$ cat config.mk
export PLATFORM = sky130hd
export DESIGN_NAME = fetch_sequencer
export DESIGN_NICKNAME = d
export VERILOG_FILES = /design/src/rtl/fseq_pkg.sv /design/src/rtl/fseq_pc.sv /design/src/rtl/fetch_sequencer.sv
export SDC_FILE = /design/constraint.sdc
export NUM_CORES = 1
export LEC_CHECK = 0
export ABC_AREA = 1
export CORE_MARGIN = 2
export CORE_UTILIZATION = 46
export DETAILED_ROUTE_END_ITERATION = 10
export PLACE_DENSITY_LB_ADDON = 0.05
export SKIP_CTS_REPAIR_TIMING = 1
export SLEW_MARGIN = 10
export SYNTH_ARGS = -nofsm -noshare
export SYNTH_HDL_FRONTEND = slang
export SYNTH_SLANG_ARGS = --single-unit
$ cat constraint.sdc
create_clock -name clk -period 3.9 [get_ports clk]
set_input_delay 0.78 -clock clk [delete_from_list [all_inputs] [get_ports clk]]
set_output_delay 0.78 -clock clk [all_outputs]
set_load 0.01 [all_outputs]
$ cat src/rtl/fseq_pkg.sv
`default_nettype none
// ============================================================================
// Module      : fseq_pkg
// Description : Shared definitions for the fetch sequencer: FSM state
//               encodings and the default instruction/PC widths.
// Revision    : 1.0 - initial release
// ============================================================================
package fseq_pkg;

  // Default widths used by fetch_sequencer and fseq_pc
  localparam int IW_DEFAULT = 32;
  localparam int PW_DEFAULT = 16;

  // FSM state encodings; values 5..7 are unused and recover to S_FETCH
  typedef enum logic [2:0] {
    S_FETCH   = 3'd0,
    S_WAIT    = 3'd1,
    S_DECODE  = 3'd2,
    S_EXECUTE = 3'd3,
    S_HALT    = 3'd4
  } state_e;

endpackage : fseq_pkg
`default_nettype wire

$ cat src/rtl/fseq_pc.sv
`default_nettype none
// ============================================================================
// Module      : fseq_pc
// Description : Program counter register with load / increment / hold.
//               Resets asynchronously to RESET_PC. Increment wraps modulo
//               2^PW with no overflow indication.
// Ports       : clk      - rising-edge clock
//               rst_n    - asynchronous active-low reset
//               load_i   - load target_i (takes priority over inc_i)
//               inc_i    - increment PC by one
//               target_i - value loaded when load_i is high
//               pc_o     - current program counter
// Revision    : 1.0 - initial release
// ============================================================================
module fseq_pc
  import fseq_pkg::*;
#(
  parameter int            PW       = PW_DEFAULT,
  parameter logic [PW-1:0] RESET_PC = '0
) (
  input  logic          clk,
  input  logic          rst_n,
  input  logic          load_i,
  input  logic          inc_i,
  input  logic [PW-1:0] target_i,
  output logic [PW-1:0] pc_o
);

  localparam logic [PW-1:0] c_one = {{(PW-1){1'b0}}, 1'b1};

  logic [PW-1:0] pc_q;
  logic [PW-1:0] pc_d;

  always_comb begin
    pc_d = pc_q;
    if (load_i) begin
      pc_d = target_i;
    end else if (inc_i) begin
      // Natural PW-bit overflow provides the all-ones -> zero wrap
      pc_d = pc_q + c_one;
    end
  end

  always_ff @(posedge clk or negedge rst_n) begin
    if (!rst_n) begin
      pc_q <= RESET_PC;
    end else begin
      pc_q <= pc_d;
    end
  end

  assign pc_o = pc_q;

endmodule : fseq_pc
`default_nettype wire

$ cat src/rtl/fetch_sequencer.sv
`default_nettype none
// ============================================================================
// Module      : fetch_sequencer
// Description : Instruction fetch sequencer. Walks FETCH -> WAIT -> DECODE ->
//               EXECUTE for every instruction (4 cycles minimum), with
//               memory wait, downstream stall, branch and halt/resume.
// Ports       : clk             - rising-edge clock
//               reset           - asynchronous active-low reset
//               mem_rdata       - instruction read from RAM (sampled in WAIT)
//               mem_valid       - mem_rdata valid this cycle
//               stall           - downstream not ready
//               branch_taken    - load branch_target instead of incrementing
//               branch_target   - next PC when branch_taken
//               halt_req        - enter HALT after the current instruction
//               resume          - leave HALT
//               mem_req         - read request to RAM at PC_out
//               PC_out          - program counter
//               instruction_out - latched instruction
//               instr_valid     - high exactly in EXECUTE
//               current_state   - FSM state encoding
// Revision    : 1.0 - initial release
// ============================================================================
module fetch_sequencer
  import fseq_pkg::*;
#(
  parameter int            IW       = IW_DEFAULT,
  parameter int            PW       = PW_DEFAULT,
  parameter logic [PW-1:0] RESET_PC = '0
) (
  input  logic          clk,
  input  logic          reset,
  input  logic [IW-1:0] mem_rdata,
  input  logic          mem_valid,
  input  logic          stall,
  input  logic          branch_taken,
  input  logic [PW-1:0] branch_target,
  input  logic          halt_req,
  input  logic          resume,
  output logic          mem_req,
  output logic [PW-1:0] PC_out,
  output logic [IW-1:0] instruction_out,
  output logic          instr_valid,
  output logic [2:0]    current_state
);

  state_e        state_q;
  state_e        state_d;
  logic [IW-1:0] instr_q;
  logic [IW-1:0] instr_d;
  logic          pc_load;
  logic          pc_inc;

  // --------------------------------------------------------------------------
  // Next-state, instruction capture and PC control
  // --------------------------------------------------------------------------
  always_comb begin
    state_d = state_q;
    instr_d = instr_q;
    pc_load = 1'b0;
    pc_inc  = 1'b0;

    case (state_q)
      S_FETCH: begin
        state_d = S_WAIT;
      end

      S_WAIT: begin
        if (mem_valid) begin
          instr_d = mem_rdata;
          state_d = S_DECODE;
        end
      end

      S_DECODE: begin
        if (!stall) begin
          state_d = S_EXECUTE;
        end
      end

      S_EXECUTE: begin
        // The PC advances on the edge that leaves EXECUTE, whichever
        // state comes next
        if (!stall) begin
          pc_load = branch_taken;
          pc_inc  = !branch_taken;
          state_d = halt_req ? S_HALT : S_FETCH;
        end
      end

      S_HALT: begin
        if (resume) begin
          state_d = S_FETCH;
        end
      end

      default: begin
        state_d = S_FETCH;
      end
    endcase
  end

  // --------------------------------------------------------------------------
  // State and instruction registers
  // --------------------------------------------------------------------------
  always_ff @(posedge clk or negedge reset) begin
    if (!reset) begin
      state_q <= S_FETCH;
      instr_q <= '0;
    end else begin
      state_q <= state_d;
      instr_q <= instr_d;
    end
  end

  // --------------------------------------------------------------------------
  // Program counter
  // --------------------------------------------------------------------------
  fseq_pc #(
    .PW       (PW),
    .RESET_PC (RESET_PC)
  ) u_pc (
    .clk      (clk),
    .rst_n    (reset),
    .load_i   (pc_load),
    .inc_i    (pc_inc),
    .target_i (branch_target),
    .pc_o     (PC_out)
  );

  // --------------------------------------------------------------------------
  // Outputs decoded from registered state only
  // --------------------------------------------------------------------------
  assign mem_req         = (state_q == S_FETCH) || (state_q == S_WAIT);
  assign instr_valid     = (state_q == S_EXECUTE);
  assign current_state   = state_q;
  assign instruction_out = instr_q;

endmodule : fetch_sequencer
`default_nettype wire

==> flow_summary.toml <==
[pwr]
powerDensity_mw_per_mm2 = 735
p_switching_uw = 952
power.internal_mw = 1.87
switching_share_pct = 33.7
clockPowerShare_pct = 12.5
comb_power_share_pct = 51.7
vdd_drop_max_mv = 0.391
leakagePower_nw = 1.79
seqPwrFrac_pct = 35.8
power_mw = 2.82

[layout]
drive_above_1_share_pct = 13.2
layout_commonest_cell = "clkdlybuf4s50_1"
nets = 426
fin_area_sq_mm = 0.00384
areaGrowthSynthToFinish_pct = 45.8
antenna_cells = 0
post-route-util_pct = 69.8
final_cell_mix = "106 x clkdlybuf4s50_1, 53 x nand2_1, 51 x dfrtp_1, 36 x nor2_1, 29 x mux2_4"

[floorplanning]
core_area_sq_mm = 0.00551
die_y_microns = 79.7
design.die.area_sq_mm = 0.00635
die_width_microns = 79.7
ios = 108
rows = 27
start_util_pct = 47.9

[sta]
max_slew_margin_pct = 56.7
tightest_slew_ns = 0.649
fin_crit_ns = 2.43
fin_crit_sh_pct = 62.4
finClkSkew_ns = 0.00752
finalMaxSlewViolations = 0
hold_ws_ns = 0.490
setup_viol = 0
timing.setup.tns_ns = 0
max_freq_ghz = 0.411
rsz0062_at_grt = "false"
hold_viol_final = 0

[critical_path]
path_class = "flip-flop to output pin"
r2r-end = "instruction_out[15]"
rr_startpoint = "current_state[1]"
worstSetupEndpointType = "output pin"
crit_arrival_ns = 1.65
r2r_slack_ns = 2.12
crit_required_ns = 3.12
rr_worst_depth = 3
crit_path_start_kind = "flip-flop"
cp-startpoint = "current_state[2]"
cp_max_fo = 4
crit_end = "instr_valid"

[drt]
num_vias = 2213
vias_per_cell = 5.01
drtIter0Drc = 60
remaining_drc_errors = 0
ant_nets = 0
routed_wirelength_microns = 6190
wl_per_cell_microns = 14.0
firstDrtPassIters = 4

[clock_network]
cts_sinks = 51
numCtsBuffers = 5
cts-htree-levels = 2
cts_tree = "done"
clkTransAtPathRegs_ns = 0.09
clockRootBuffer = "clkbuf_8"
clock_latency_ns = 0.30
ctsLongestPathBuffers = 2

[status]
outcome = "finished, final reports clean"

[synth]
ys_ff_latch = 51
syn_nets = 317
yosys_warnings = 0
synthCells = 261
synth_area_per_cell_sq_um = 10.1
yosys.cell_types.count = 28
netlist_area_sq_mm = 0.00264
yosysSeqAreaShare_pct = 48.4

[global_routing]
grt_first_pass_wirelength_microns = 10100
grt_max_degree = 34
grtUsageTotal_pct = 20.3
grt_pass1_vias = 2134
grt_overflow = 0
antenna_found_initial = 0

[placed_design]
postPlaceCellArea_sq_mm = 0.00374
io_buffers = 107
dp_hpwl_microns = 4620
gp_congestion = 0.891

[worst_hold_path]
min_path_type = "primary input to async pin"

[run]
max-cap-violations = 0
synthesized netlist by cell type:
master	n	area [sq um]
inv_1	19	71.3
nor2_8	1	20.0
nand2_1	53	199
o21bai_1	2	15.0
clkbuf_1	1	3.75
xor2_1	3	26.3
mux2_2	3	33.8
nor3_1	1	5.00
mux2_4	29	435
buf_6	5	56.3
or2_1	1	6.26
nor2_1	36	135
nor2_2	1	6.26
o21ai_0	7	35.0
o22ai_1	1	6.26
nand3b_1	2	15.0
nor3_4	1	16.3
a211oi_1	2	15.0
a21oi_1	3	15.0
nand4_1	6	37.5
o21ai_1	7	35.0
nor2_4	1	11.3
dfrtp_1	51	1280
nand3_1	17	85.1
nand3_4	2	35.0
ha_1	1	12.5
a22oi_1	2	15.0
inv_2	3	11.3
power groups by stage:
stage | sequential (mW) | clock (mW) | combinational [mW]
after floorplan | 1.11 | 0 | 0.672
after global placement | 1.01 | 0 | 1.45
after detailed placement | 1.02 | 0 | 1.47
after CTS | 1.01 | 0.362 | 1.48
after global routing | 1.05 | 0.384 | 1.58
final | 1.01 | 0.353 | 1.46
area by class of cell:
| cell class | count | area, sq um |
|---|---|---|
| clock buffer | 6 | 72.6 |
| clock inverter | 1 | 30.0 |
| fill | 423 | 1670 |
| inverter | 22 | 82.6 |
| multi-input combinational | 182 | 1220 |
| sequential | 51 | 1280 |
| tap | 72 | 90.1 |
| timing repair buffer | 108 | 1070 |
layer usage:
layer / part of all wire (%) / track usage (%) / wire (microns) / vias up
li1: - / - / - / 1080
met1: 44 / 26.6 / 2710 / 1053
met2: 49 / 33.4 / 3000 / 76
met3: 6.9 / 4.41 / 426 / 4
met4: 0.78 / 6.72 / 48 / 0
met5: 0 / 0 / 0 / -
state kept, by name, summed over array words and instances (netlist names):
signal	count
current_state	3
instruction_out	32
u_pc.pc_o	16
logic make-up (layout without fill, tap and decap cells):
family          after synthesis  after routing  synth area share (%)
xor+xnor                      3              3                 0.997
buf+inv                      28            137                  5.41
fa+ha+maj                     1              1                 0.475
flops                        51             51                  48.4
mux                          32             32                  17.8
simple gates                122            122                  21.7
compound gates               24             24                  5.17
worst max-delay path: stages (launching register included):
cell and delay, ns:
dfrtp_1 0.44, inv_1 0.14, nand3_4 0.13, inv_1 0.10, clkdlybuf4s50_1 0.54
worst min path at each step:
stage	startpoint	slack, ns	to
after detailed placement	instruction_out[26]	0.49	instruction_out[26]
after floorplan	reset	0.48	current_state[0]
after global placement	instruction_out[6]	0.49	instruction_out[6]
final	reset	0.49	u_pc.pc_o[11]
after global routing	instruction_out[18]	0.52	instruction_out[18]
after CTS	reset	0.50	u_pc.pc_o[5]
through the flow:
| stage | setup slack (ns) | instances |
|---|---|---|
| 6_report | 1.47 | 442 |
| 5_1_grt | 1.39 | 442 |
| 4_1_cts | 1.44 | 442 |
| 3_5_place_dp | 1.44 | 435 |
| 3_3_place_gp | 1.45 | 435 |
| 2_1_floorplan | 2.29 | 261 |
(Power assumes the default switching activity.)
